$ cat config.mk
export PLATFORM = sky130hd
export DESIGN_NAME = t_decode_deser
export DESIGN_NICKNAME = d
export VERILOG_FILES = /design/src/rtl/t_codec_pkg.sv /design/src/rtl/t_edge_decode.sv /design/src/rtl/t_decode_deser.sv
export SDC_FILE = /design/constraint.sdc
export NUM_CORES = 1
export LEC_CHECK = 0
export ABC_AREA = 1
export CORE_MARGIN = 2
export CORE_UTILIZATION = 25
export CTS_CLUSTER_DIAMETER = 150
export DETAILED_ROUTE_END_ITERATION = 16
export DONT_BUFFER_PORTS = 1
export HOLD_SLACK_MARGIN = 0.05
export PLACE_DENSITY = 0.46
export SKIP_LAST_GASP = 1
export SYNTH_ARGS = -nofsm -noshare
export SYNTH_HDL_FRONTEND = slang
export SYNTH_SLANG_ARGS = --single-unit
$ cat constraint.sdc
create_clock -name clk -period 1.1 [get_ports clk]
set_input_delay 0.22 -clock clk [delete_from_list [all_inputs] [get_ports clk]]
set_output_delay 0.22 -clock clk [all_outputs]
set_load 0.05 [all_outputs]
$ cat src/rtl/t_codec_pkg.sv
// ---------------------------------------------------------------------------
// t_codec_pkg
// Shared definitions for the T-flip-flop line codec (decoder and encoder).
//   t_state_e : frame state machine states (IDLE, DATA, PARITY, STOP)
//   START_T   : T bit value of a start bit (a line toggle)
//   STOP_T    : T bit value of a stop bit (no line toggle)
// ---------------------------------------------------------------------------
package t_codec_pkg;

  typedef enum logic [1:0] {
    IDLE   = 2'd0,
    DATA   = 2'd1,
    PARITY = 2'd2,
    STOP   = 2'd3
  } t_state_e;

  localparam logic START_T = 1'b1;
  localparam logic STOP_T  = 1'b0;

endpackage

$ cat src/rtl/t_edge_decode.sv
// ---------------------------------------------------------------------------
// t_edge_decode
// Recovers one T bit per bit strobe from the encoded line: a line change
// since the previous strobe is a 1, no change is a 0.
// Ports:
//   clk     in  clock, posedge
//   rst     in  synchronous active-high reset (previous line value -> 0)
//   bit_en  in  bit strobe; the line is sampled only when high
//   q_in    in  encoded line
//   t       out decoded T bit (combinational, meaningful when t_valid)
//   t_valid out high on strobe cycles, qualifies t
// ---------------------------------------------------------------------------
module t_edge_decode (
  input  logic clk,
  input  logic rst,
  input  logic bit_en,
  input  logic q_in,
  output logic t,
  output logic t_valid
);

  // Line value seen at the previous strobe. Resets to 0 to match the
  // transmitter's T flip-flop, which also comes out of reset with Q=0.
  logic q_prev;

  always_ff @(posedge clk) begin
    if (rst) begin
      q_prev <= 1'b0;
    end else if (bit_en) begin
      q_prev <= q_in;
    end
  end

  assign t       = q_in ^ q_prev;
  assign t_valid = bit_en;

endmodule

$ cat src/rtl/t_decode_deser.sv
// ---------------------------------------------------------------------------
// t_decode_deser
// Receive end of a T-flip-flop line encoder: decodes T bits from the line,
// frames start / payload / (parity) / stop, and presents parallel words.
//
// Optional feature macro: T_DECODE_PARITY_EN
//   defined   : one even-parity T bit follows the payload; a parity
//               mismatch gives frame_err instead of data_valid.
//   undefined : frame is start + payload + stop only.
//
// Parameters:
//   DATA_W     payload bits per frame (1..32)
// Ports:
//   clk        in  clock, posedge
//   rst        in  synchronous active-high reset
//   bit_en     in  bit strobe; one T bit decoded per strobe
//   q_in       in  encoded line
//   t_out      out last decoded T bit, registered
//   data       out last good payload (LSB first on the line), held
//   data_valid out one-cycle pulse, good frame received
//   frame_err  out one-cycle pulse, bad stop bit (or parity)
//   busy       out high whenever the FSM is not IDLE
//   fsm_state  out current FSM state, for observation
//
// Output handshake: there is no back-pressure. data_valid is a one-clock
// pulse and data is valid from that cycle until the next good frame; the
// consumer must take the word whenever data_valid is high.
// ---------------------------------------------------------------------------
module t_decode_deser
  import t_codec_pkg::*;
#(
  parameter int DATA_W = 8
) (
  input  logic              clk,
  input  logic              rst,
  input  logic              bit_en,
  input  logic              q_in,
  output logic              t_out,
  output logic [DATA_W-1:0] data,
  output logic              data_valid,
  output logic              frame_err,
  output logic              busy,
  output t_state_e          fsm_state
);

  localparam int                CNT_W    = $clog2(DATA_W + 1);
  localparam logic [CNT_W-1:0]  CNT_LAST = CNT_W'(DATA_W - 1);
  localparam logic [CNT_W-1:0]  CNT_ONE  = CNT_W'(1);

  // Decoded T bit stream
  logic t;
  logic t_valid;

  t_edge_decode u_edge_decode (
    .clk     (clk),
    .rst     (rst),
    .bit_en  (bit_en),
    .q_in    (q_in),
    .t       (t),
    .t_valid (t_valid)
  );

  // Frame state
  t_state_e          state;
  t_state_e          state_n;
  logic [CNT_W-1:0]  cnt;
  logic [CNT_W-1:0]  cnt_n;
  logic [DATA_W-1:0] shreg;
  logic [DATA_W-1:0] shreg_n;
  logic [DATA_W-1:0] data_n;
  logic [DATA_W-1:0] t_msb;
  logic              par_bad;
  logic              par_bad_n;
  logic              valid_n;
  logic              err_n;

  // State register and all registered outputs
  always_ff @(posedge clk) begin
    if (rst) begin
      state      <= IDLE;
      cnt        <= '0;
      shreg      <= '0;
      par_bad    <= 1'b0;
      data       <= '0;
      data_valid <= 1'b0;
      frame_err  <= 1'b0;
      t_out      <= 1'b0;
    end else begin
      state      <= state_n;
      cnt        <= cnt_n;
      shreg      <= shreg_n;
      par_bad    <= par_bad_n;
      data       <= data_n;
      // Pulses are recomputed every clock, so they drop after one cycle
      // even when the strobes are sparse.
      data_valid <= valid_n;
      frame_err  <= err_n;
      if (t_valid) begin
        t_out <= t;
      end
    end
  end

  // Next-state and datapath logic; nothing moves on non-strobe cycles.
  always_comb begin
    state_n   = state;
    cnt_n     = cnt;
    shreg_n   = shreg;
    par_bad_n = par_bad;
    data_n    = data;
    valid_n   = 1'b0;
    err_n     = 1'b0;

    // New bit enters at the MSB; after DATA_W shifts the first (LSB-first)
    // line bit has walked down to shreg[0].
    t_msb             = '0;
    t_msb[DATA_W-1]   = t;

    if (t_valid) begin
      case (state)
        IDLE: begin
          if (t == START_T) begin
            state_n   = DATA;
            cnt_n     = '0;
            shreg_n   = '0;
            par_bad_n = 1'b0;
          end
        end

        DATA: begin
          shreg_n = (shreg >> 1) | t_msb;
          cnt_n   = cnt + CNT_ONE;
          if (cnt == CNT_LAST) begin
`ifdef T_DECODE_PARITY_EN
            state_n = PARITY;
`else
            state_n = STOP;
`endif
          end
        end

        PARITY: begin
`ifdef T_DECODE_PARITY_EN
          // Even parity over payload plus parity bit: the parity T bit
          // must equal the XOR of the payload bits.
          if (t != ^shreg) begin
            par_bad_n = 1'b1;
          end
          state_n = STOP;
`else
          state_n = IDLE;
`endif
        end

        STOP: begin
          if ((t == STOP_T) && !par_bad) begin
            data_n  = shreg;
            valid_n = 1'b1;
          end else begin
            err_n   = 1'b1;
          end
          state_n = IDLE;
        end

        default: begin
          state_n = IDLE;
        end
      endcase
    end
  end

  assign busy      = (state != IDLE);
  assign fsm_state = state;

endmodule

; Yosys cells after proc, flatten, opt, wreduce, memory -nomap -nowiden
; Index checks and enable logic that the tools add are counted.
[classes]
add_sub_neg = 1
eq_ne = 6
muxes = 9
bitwise = 5
n_reduce_logical = 8
[op_table]
columns = cell, n
row1 = $pmux W8 S2, 1
row2 = $reduce_and A3 Y1, 3
row3 = $mux W8, 1
row4 = $or A7 B8 Y8, 1
row5 = $pmux W4 S2, 1
row6 = $pmux W2 S3, 1
row7 = $add A4 B1 Y4 const B, 1
row8 = $eq A2 B2 Y1 const B, 2
row9 = $eq A4 B3 Y1 const B, 1
row10 = $mux W2, 2
row11 = $mux W4, 1
row12 = $ne A2 B2 Y1 const B, 2
row13 = $reduce_bool A2 Y1, 2
row14 = $not A1 Y1, 3
row15 = $reduce_or A3 Y1, 1
row16 = $eq A2 B1 Y1 const B, 1
row17 = $logic_not A2 Y1, 1
row18 = $mux W1, 2
row19 = $reduce_or A2 Y1, 1
row20 = $xor A1 B1 Y1, 1
[word_totals]
ff_bits = 26
input_bits = 4
output_inout_bits = 14
wordCells = 37

; Depth between registers and ports, before layout
; Gate-level depths: netlist of run 1.
[depth]
depth_word = 3
depth_mapped = 7
depth_no_buf = 7

; Modules after synthesis
; From an unflattened synthesis of run 1, not the netlist that was laid out.
[unflattened]
cells_unflattened = 135
hier_area_um2 = 1042.2
[modules_own_cells]
columns = module, n_inst, cells_each, area_per_inst_um2, seq_area_each_um2
row1 = t_decode_deser, 1, 126, 980.9, 500.5
row2 = t_edge_decode, 1, 9, 61.3, 20.0

; Least setup slack after synthesis of run 1
; Ideal clock, no wire load.
[synth_timing]
kind = reg-to-reg
start = register state[1] (netlist: fsm_state[1])
end = register data[0]
setup_ns = 0.116
arrival_ns = 1.381
t_required_ns = 0.984
path_slack_ns = -0.397
path_stages_with_launch = 6
n_path_buf = 0
period_less_slack_ns = 1.497
path_cell_list = dfxtp_1 > nand3_1 > nor2_4 > inv_2 > nor2_1 > nor2_1
[synth_between]
elab_chain_len = 2
[synth_lines]
columns = element, line
row1 = start: declaration, t_decode_deser.sv:64  ; t_state_e state;
row2 = start signal: assignment, t_decode_deser.sv:89  ; state <= state_n;
row3 = $eq A2 B2 Y1, t_decode_deser.sv:120  ; case (state)
row4 = $reduce_and A3 Y1 (no line), -
row5 = end signal: assignment, t_decode_deser.sv:93  ; data <= data_n;
row6 = end: declaration, t_decode_deser.sv:39  ; output logic [DATA_W-1:0] data,
; No other way between the ends.
; A chain may end at the register's enable or synchronous reset.

; Final worst setup path of run 1
[layout_timing]
start = register state[0] (netlist: fsm_state[0])
end = output port busy
[layout_between]
elab_chain_len = 1
[layout_lines]
columns = element, line
row1 = $reduce_bool A2 Y1, t_decode_deser.sv:172  ; assign busy = (state != IDLE);
row2 = end: declaration, t_decode_deser.sv:42  ; output logic busy,
; No other way between the ends.

==> results.yml, run 1 <==
cells_and_area:
  fill_cells: 433
  fin_util: 0.361
  drive_above_1_share: 0.291
  mostFrequentLayoutCells: "28 x nand2_1, 25 x nor2_1, 23 x dfxtp_1"
  multiInputGateArea_um2: 482
  diodes: 0
  seqCellArea_um2: 529
  area_growth_syn_to_layout_pct: 40.7
  layout_commonest_cell: "nand2_1"
  final_nets: 171
detailed_routing:
  drc: 0
  ant_nets: 0
  via_count: 945
  routedWlPerCell_um: 10.8
  drtPass1Iterations: 4
  wl_um: 2320
  vias_per_cell: 4.40
  drt_iter0_drc: 48
place:
  gp_congestion: 0.782
  io_buffer_count: 0
  hpwl_um: 1520
critical_path:
  worstPathRequired_ns: 0.88
  cp_max_fo: 2
  critical_path_class: "flip-flop to output pin"
  worstSetupEndpointType: "output pin"
  cp-startpoint: "fsm_state[0]$_SDFFE_PP0P_"
  reg2reg_depth: 6
  critical-path-max-stage-delay_ns: 0.36
  arrival_ns: 0.97
  path_cells: "inv_2 > buf_6 > nand2_4 > buf_12"
  slowest_stage: "dfxtp_4"
  endpoint: "busy"
  start_kind: "flip-flop"
  reg2reg_slack_ns: -0.04
  reg2reg_from: "fsm_state[0]$_SDFFE_PP0P_"
  regToRegEndpoint: "data[5]$_SDFFE_PP0P_"
sta:
  tightestPinTransition_ns: 0.443
  max-slew-margin-rel: 0.704
  drv_slew: 0
  period_share: 1.08
  hold_violations: 0
  fin_tns_setup_ns: -0.303
  setup_viol: 15
  setup_ws_ns: -0.0912
  fmax_mhz: 839
  rsz0062_at_grt: "true"
  hold_ws_ns: 0.0825
  fin_worst_skew_ns: 0.0123
  fin_crit_ns: 1.19
clock_network:
  cts_sinks: 26
  clk_pin_slew_ns: 0.09
  clk_latency_ns: 0.27
  htreeDepth: 1
  cts_buffer_depth: 2
  numCtsBuffers: 3
  cts_tree: "built"
  clockRootBuffer: "clkbuf_8"
power:
  p_leak_uw: 0.000629
  vdd_drop_max_mv: 0.924
  power_uw: 1740
  p_per_area_mw_per_mm2: 1220
yosys:
  netlist_area_mm2: 0.00101
  ys_ff_latch: 26
  yosysSeqAreaShare: 0.515
  synth.avg_cell_area_um2: 7.43
  ys_types: 16
  synth_fp_nets: 141
  post_synth_inst_count: 136
  ys_warn_count: 0
grt:
  grt_overflow: 0
  grt_max_degree: 15
  grt_pass1_vias: 865
  antenna_found_initial: 0
  grt_usage: 0.113
  grt_pass1_wl_um: 3910
die:
  io_pins: 18
  die_y_um: 67.6
  rows: 23
  start_util: 0.256
  die_w_um: 67.6
  core_area_mm2: 0.00394
  dieArea_mm2: 0.00457
run_status:
  violations: "negative setup slack"
  status: "finished with violations"
job:
  maxCapViolCount: 0
hold_path:
  holdCritPathClass: "input port to flip-flop"
how the worst min path moves through the flow:
| stage | from | to | slack (ns) | cells after the start |
|---|---|---|---|---|
| 3_3_place_gp | rst | fsm_state[1]$_SDFFE_PP0P_ | 0.29 | 1 |
| 3_5_place_dp | rst | fsm_state[1]$_SDFFE_PP0P_ | 0.29 | 1 |
| 5_1_grt | q_in | u_edge_decode.q_prev$_SDFFE_PP0P_ | 0.07 | 2 |
| 4_1_cts | q_in | u_edge_decode.q_prev$_SDFFE_PP0P_ | 0.08 | 2 |
| 2_1_floorplan | rst | t_out$_SDFFE_PP0P_ | 0.29 | 1 |
| 6_report | q_in | u_edge_decode.q_prev$_SDFFE_PP0P_ | 0.08 | 2 |
report_power, final:
part           internal, uW  switching (uW)
Combinational          96.5             135
Sequential              953            10.3
Clock                   250             293
cell usage after synthesis:
library cell  number  area share
inv_1             10       0.037
buf_6              1       0.011
inv_2              2      0.0074
clkinv_2           1      0.0049
ha_1               1       0.012
nor2_1            25       0.093
nand2_1           33        0.12
o21ai_0           10       0.050
nand4_1            1      0.0062
a22oi_1            1      0.0074
dfxtp_1           26        0.51
nand3_1            6       0.030
a21oi_1           14       0.069
nor2_4             2       0.022
o21ai_1            1      0.0049
clkbuf_1           2      0.0074
kinds of logic after synthesis:
group | Yosys count | share of synthesized area
buffers and inverters | 16 | 0.0681
adders and majority gates | 1 | 0.0124
and+or+nand+nor | 67 | 0.274
AOI/OAI and AO/OA | 26 | 0.131
DFF | 26 | 0.515
flip-flops by register name, summed over array words and instances (netlist names):
| name | flops |
|---|---|
| u_edge_decode.q_prev | 1 |
| shreg | 8 |
| cnt | 4 |
| t_out | 1 |
| data_valid | 1 |
| data | 8 |
| frame_err | 1 |
| fsm_state | 2 |
critical path: cells and delay by family (launching register included):
kind                   cells  cell delay (ns)
DFF                        1             0.36
buffers and inverters      3             0.30
and+or+nand+nor            1             0.04
layout make-up:
| class | instances | area share |
|---|---|---|
| sequential | 26 | 0.372 |
| tap | 50 | 0.0440 |
| inverter | 13 | 0.0378 |
| multi-input combinational | 95 | 0.339 |
| clock inverter | 1 | 0.00264 |
| clock buffer | 3 | 0.0290 |
| timing repair buffer | 27 | 0.176 |
per-layer routing:
layer	share of wire	wire length (um)	GRT usage	vias up
met3	0.055	127	0.0417	2
met2	0.46	1070	0.180	20
met4	0.0034	8	0.0153	0
met5	0	0	0	-
met1	0.48	1110	0.150	431
li1	-	-	-	492
timing repair:
action                                  4_1_cts  5_1_grt
cloned                                        1        0
endpoints found under the hold margin        12        0
hold buffers                                  2        0
resized for setup                            11       13
pin swaps                                     3        5
endpoints found under the setup margin       21       25
buffers inserted                              5        1
stage by stage:
step           area [um^2]  setup WS [ns]  cells
2_1_floorplan         1020        0.00964    136
3_3_place_gp          1220         0.0282    202
3_5_place_dp          1220       -0.00385    202
4_1_cts               1360        -0.0930    214
5_1_grt               1420         -0.143    215
6_report              1420        -0.0912    215
No activity file was read; power rests on OpenSTA's default activity.
==> inputs of run 2 (changes only) <==
ABC_AREA = default   (was 1)
==> results.yml, run 2 <==
critical_path:
  path_cells: "or2_4"
  cp_max_fo: 6
  arrival_ns: 0.96
  critical_path_class: "flip-flop to output pin"
  start_kind: "flip-flop"
  worstPathRequired_ns: 0.88
  reg2reg_slack_ns: -0.04
  critical-path-max-stage-delay_ns: 0.37
  worstSetupEndpointType: "output pin"
  cp_num_buf_inv: 0
  slowest_stage: "dfxtp_4"
  critPathTopFamily: "flip-flops"
sta:
  setup_ws_ns: -0.0780
  tightestPinTransition_ns: 0.289
  fin_tns_setup_ns: -0.299
  fmax_mhz: 849
  drv_slew: 0
  max-slew-margin-rel: 0.807
  fin_crit_ns: 1.18
  setup_viol: 9
  fin_worst_skew_ns: 0.00818
  hold_ws_ns: -0.00160
  hold_violations: 1
  rsz0062_at_grt: "true"
  period_share: 1.07
clock_network:
  clk_latency_ns: 0.27
  htreeDepth: 1
  cts_buffer_depth: 2
  cts_sinks: 26
  clockRootBuffer: "clkbuf_8"
  cts_tree: "built"
  numCtsBuffers: 3
  clk_pin_slew_ns: 0.09
die:
  core_area_mm2: 0.00441
  dieArea_mm2: 0.00523
  die_w_um: 72.3
  io_pins: 18
  die_y_um: 72.3
  start_util: 0.264
  rows: 24
yosys:
  synth.avg_cell_area_um2: 9.40
  synthArstFlopShare: 0
  synth_edf_count: 0
  post_synth_inst_count: 124
  yosysSeqAreaShare: 0.446
  synth_top_area_frac: 0.446
  yosys.area.top_type: "dfxtp_1"
  synthTopCellsByCount: "26 x dfxtp_1, 18 x nand3_1, 12 x a21oi_1"
  synth_top_cells_by_area: "dfxtp_1 45%, nand3_1 7.7%, a21oi_2 6.0%"
  ys_types: 31
  synth_fp_nets: 129
  synth-main-ff-cell: "dfxtp_1"
  netlist_area_mm2: 0.00117
  ys_warn_count: 0
  synth_most_common_cell: "dfxtp_1"
  ys_ff_latch: 26
cells_and_area:
  multiInputGateArea_um2: 771
  diodes: 0
  layout.cells.non_filler: 196
  drive_above_1_share: 0.569
  mostFrequentLayoutCells: "22 x buf_4, 21 x dfxtp_1, 13 x a21oi_2"
  layout_commonest_cell: "buf_4"
  fill_cells: 445
  largest_registers: "data (8), shreg (8), cnt (4)"
  final_nets: 150
  seqCellArea_um2: 534
  area_growth_syn_to_layout_pct: 45.8
job:
  maxCapViolCount: 0
grt:
  grt_pass1_wl_um: 4420
  grt_pass1_vias: 959
  grt_max_degree: 30
  busiest_layer: "met2"
  gr-usage-met3: 0.0333
  antenna_found_initial: 0
  use_met2: 0.179
  grt_usage: 0.109
  met1_usage: 0.127
  grt_overflow: 0
place:
  gp_congestion: 0.753
  dp.cells: 188
  hpwl_um: 1780
  place_ws_ns: -0.0573
  io_buffer_count: 0
power:
  vdd_drop_max_mv: 0.377
  p_per_area_mw_per_mm2: 1140
  p_leak_uw: 0.000548
detailed_routing:
  vias_per_cell: 5.03
  via_count: 985
  drt_iter0_drc: 71
  ant_nets: 0
  wl_um: 2750
  drtPass1Iterations: 3
  drc: 0
  routedWlPerCell_um: 14.0
run_status:
  violations: "negative hold slack, negative setup slack"
  status: "finished with violations"
hold_path:
  holdCritPathClass: "input port to flip-flop"
[run 2: where the power goes]
group          internal (uW)  total [uW]  switching [uW]  leakage (uW)
Combinational            126         287             161      0.000301
Clock                    396         693             297     0.0000339
Sequential               950         965            14.8      0.000213
[run 2: metal layers]
metal  up-vias  part of all wire
met1       472              0.44
met3         6             0.044
li1        491                 -
met4         0             0.023
met5         -                 0
met2        16              0.49
[run 2: area by class of cell]
class	count	area share
multi-input combinational	85	0.453
sequential	26	0.314
timing repair buffer	26	0.147
clock buffer	4	0.0390
tap	52	0.0383
inverter	3	0.00809
[run 2: cell families (layout without fill, tap and decap cells)]
group	count (synthesis)	after routing	share of synthesized area
XOR/XNOR	2	2	0.0311
flip-flops	26	26	0.446
AO/OA/AOI/OAI	42	42	0.247
buffers and inverters	13	33	0.0697
multiplexers	2	2	0.0172
adder cells (fa/ha/maj)	1	1	0.0107
AND/OR/NAND/NOR	38	38	0.178
[run 2: metrics by stage]
step	utilization	area (um^2)	total power (uW)
global route	0.385	1700	2020
detailed placement	0.323	1430	1210
global placement	0.323	1430	1210
finish	0.385	1700	1940
CTS	0.346	1530	1940
floorplan	-	1250	1170
[run 2: path summary, 6_finish.rpt]
kind                                                         from                     to  cells after the start
worst max-delay path                    fsm_state[0]$_SDFFE_PP0P_                   busy                      1
worst min-delay path                                          rst  shreg[3]$_SDFFE_PP0P_                      1
worst max register to register  u_edge_decode.q_prev$_SDFFE_PP0P_  shreg[0]$_SDFFE_PP0P_                      4
worst min register to register               data[2]$_SDFFE_PP0P_   data[2]$_SDFFE_PP0P_                      2
[run 2: what timing repair did]
action / CTS / global route
gates cloned: 0 / 1
setup endpoints to repair: 17 / 22
setup buffers: 2 / 1
pin swaps: 1 / 12
resized for setup: 6 / 31
endpoints found under the hold margin: 22 / 22
